<file path="src/rtl/branch_counter.sv">
// Saturating up/down branch-prediction counter for one pattern-history-table slot.
// Define BRANCH_COUNTER_DEBUG_EN to expose cnt_state and enable internal checks.
module branch_counter #(
  parameter int CNT_WIDTH   = 2,
  parameter int RESET_VALUE = 2**(CNT_WIDTH-1)-1
) (
  input  logic                 clock,
  input  logic                 reset,
  input  logic                 wr_en,
  input  logic                 taken,
`ifdef BRANCH_COUNTER_DEBUG_EN
  output logic [CNT_WIDTH-1:0] cnt_state,
`endif
  output logic                 pred
);

  localparam logic [CNT_WIDTH-1:0] CntMax = '1;
  localparam logic [CNT_WIDTH-1:0] CntRst = RESET_VALUE[CNT_WIDTH-1:0];

  logic [CNT_WIDTH-1:0] cnt_q;
  logic [CNT_WIDTH-1:0] cnt_d;

  // Saturate at both ends so a run of identical outcomes never wraps.
  always_comb begin
    cnt_d = cnt_q;
    if (wr_en) begin
      if (taken) begin
        if (cnt_q != CntMax) cnt_d = cnt_q + 1'b1;
      end else begin
        if (cnt_q != '0) cnt_d = cnt_q - 1'b1;
      end
    end
  end

  always_ff @(posedge clock) begin
    if (reset) cnt_q <= CntRst;
    else       cnt_q <= cnt_d;
  end

  // Prediction comes from registered state only, so training lands one edge later.
  assign pred = cnt_q[CNT_WIDTH-1];

`ifdef BRANCH_COUNTER_DEBUG_EN
  assign cnt_state = cnt_q;

  if (CNT_WIDTH < 1 || CNT_WIDTH > 8) begin : g_bad_width
    $error("branch_counter: CNT_WIDTH out of range 1..8");
  end
  if (RESET_VALUE < 0 || RESET_VALUE >= 2**CNT_WIDTH) begin : g_bad_reset
    $error("branch_counter: RESET_VALUE does not fit in CNT_WIDTH bits");
  end

  always_ff @(posedge clock) begin
    assert (cnt_q <= CntMax);
    if (!reset && !wr_en) assert (cnt_d == cnt_q);
  end
`endif

endmodule

</file>
<file path="config.mk">
export PLATFORM = sky130hd
export DESIGN_NAME = branch_counter
export DESIGN_NICKNAME = d
export VERILOG_FILES = /design/src/rtl/branch_counter.sv
export SDC_FILE = /design/constraint.sdc
export NUM_CORES = 1
export LEC_CHECK = 0
export CAP_MARGIN = 20
export CORE_AREA = 2 2 39 41
export DETAILED_ROUTE_END_ITERATION = 8
export DIE_AREA = 0 0 41 43
export GPL_TIMING_DRIVEN = 0
export PLACE_DENSITY = 0.36
export REMOVE_ABC_BUFFERS = 1
export SETUP_SLACK_MARGIN = 0.4
export SLEW_MARGIN = 10
export SYNTH_ARGS = -nofsm -noshare
export SYNTH_HDL_FRONTEND = slang
export SYNTH_SLANG_ARGS = --single-unit
</file>
<file path="constraint.sdc">
create_clock -name clock -period 0.9 [get_ports clock]
set_input_delay 0.18 -clock clock [delete_from_list [all_inputs] [get_ports clock]]
set_output_delay 0.18 -clock clock [all_outputs]
set_load 0.02 [all_outputs]
</file>
==> flow_summary.yaml <==
synthesis:
  synth-simple-area-share: 0.322
  ys_seq_elements: 2
  syn_area_per_cell_um2: 9.07
  synth.cell_area_um2: 109
  synth_xor_area_frac: 0
  synth_compound_area_frac: 0.310
  yosys_warnings: 0
  synth_seq_area_share: 0.368
  synth_cell_types: 10
  synth_fa_ha_area_frac: 0
  synth_top_family_by_area: "simple AND/OR/NAND/NOR gates"
  synthMuxAreaShare: 0
  synthCells: 12
route:
  drt_iter0_drc: 0
  drc: 0
  num_vias: 118
  via_per_inst: 3.28
  wl_per_cell_um: 7.17
  wirelength_um: 258
  postRouteAntennaNets: 0
  first_pass_iters: 1
sta:
  fin_ws_ns: 0.0472
  tns_ns: 0
  min_period_ns: 0.853
  worst_pin_slew_ns: 0.210
  final.setup_skew_ns: 0.000592
  hold_viol: 0
  maxSlewViolCount: 0
  relSlewSlack: 0.859
  rsz0062_at_grt: "true"
  fin_crit_sh: 0.948
  setup_viol: 0
  max_freq_mhz: 1170
placement:
  pre_cts_ws_ns: -0.285
  place_area_um2: 169
  globalplace.congestion: 0.487
  port_buffers: 4
final_layout:
  nets: 26
  final_cell_mix: "3 x clkbuf_4, 3 x dlygate4sd2_1, 2 x dfxtp_2"
  antennaDiodeCount: 0
  finish.utilization: 0.155
  largest_register_ffs: 2
  layout-drive-gt1-share: 0.650
  top_register: "cnt_q"
  syn2layout_area_growth_pct: 96.6
  reg_top3: "cnt_q: 2 flops"
  final_area_um2: 214
cts:
  cts_tree: "built"
  cts_buffers: 3
  htreeDepth: 1
  cts.sink_count: 2
  clockBufferDepth: 2
  path_clk_slew_ns: 0.03
  clk_latency_ns: 0.22
  cts_hold_repair.buffers: 0
  cts_root_buf: "clkbuf_4"
global_route:
  grt_pass1_wl_um: 372
  antenna_found_initial: 0
  grt_util_all_layers: 0.0390
  grt_overflow: 0
  grt_start_max_net_pins: 6
  grt_pass1_vias: 119
power:
  p_leak_nw: 0.0900
  vdd_drop_max_mv: 0.356
  power.density_nw_per_um2: 1950
  power_mw: 0.416
worst_setup_path:
  crit_required_ns: 0.72
  cp_cell_sequence: "buf_6"
  critical-path-slowest-cell: "dfxtp_2"
  cp_data_arrival_time_ns: 0.67
  critPathLaunchType: "register"
  path_class: "reg -> out"
  critical_path.max_fanout: 3
  critPathBufInv: 1
  critPathMaxStageDelay_ns: 0.33
  crit_family: "flip-flops"
  critPathCaptureType: "output port"
floorplanning:
  fp.dieH_um: 43
  core_area_um2: 1380
  rows: 14
  die_area_um2: 1760
  die_x_um: 41
  initial_core_util: 0.0787
  ios: 5
status:
  status: "completed"
flow_run:
  drv_cap: 0
min_path:
  hp-class: "in -> reg"
==> kinds of logic (layout without fill, tap and decap cells) <==
family	after synthesis	count (layout)
and+or+nand+nor	6	6
AOI/OAI and AO/OA	4	4
DFF	2	2
buffers and inverters	0	8
==> report_power, final <==
group,internal [mW],switching [mW]
logic,0.0580,0.0413
clock network,0.147,0.0469
registers,0.108,0.0158
==> metrics by stage <==
stage	hold WS [ns]	instances
floorplan	0.252	12
global placement	0.539	32
detailed placement	0.564	32
CTS	0.355	36
global route	0.398	36
finish	0.358	36
==> path summary, 6_finish.rpt <==
kind / from / end / cells after the start / slack [ns]
hold reg to reg: cnt_q[0] / cnt_q[1] / 2 / 0.52
setup / recovery: cnt_q[1] / pred / 1 / 0.05
setup reg to reg: cnt_q[1] / cnt_q[1] / 3 / 0.11
hold / removal: reset / cnt_q[1] / 2 / 0.36
==> routing by layer <==
metal / GRT usage / up-vias / share of wire
li1: - / 62 / -
met1: 0.0255 / 51 / 0.40
met2: 0.0500 / 5 / 0.43
met3: 0.0314 / 0 / 0.16
met4: 0.0600 / 0 / 0
met5: 0 / - / 0
==> what timing repair did <==
item,4_1_cts,5_1_grt
setup endpoints to repair,3,3
pin swaps,0,1
resized for setup,13,2
endpoints found under the hold margin,0,0
buffers inserted,1,0
==> synthesized netlist by cell type <==
master,count,area (um2)
a22oi_1,1,7.51
nor3_1,1,5.00
dfxtp_1,2,40.0
nor2_1,2,7.51
nand2b_1,1,6.26
a21o_2,1,8.76
o21ai_0,1,5.00
nor3b_2,1,12.5
nand2_1,1,3.75
a211oi_2,1,12.5
==> final cells by class <==
type	instances	area, um2
tap	16	20.0
fill	161	1170
clock buffer	3	22.5
sequential	2	42.5
timing repair buffer	5	45.0
multi-input combinational	10	83.8
No activity file was read; power rests on OpenSTA's default activity.
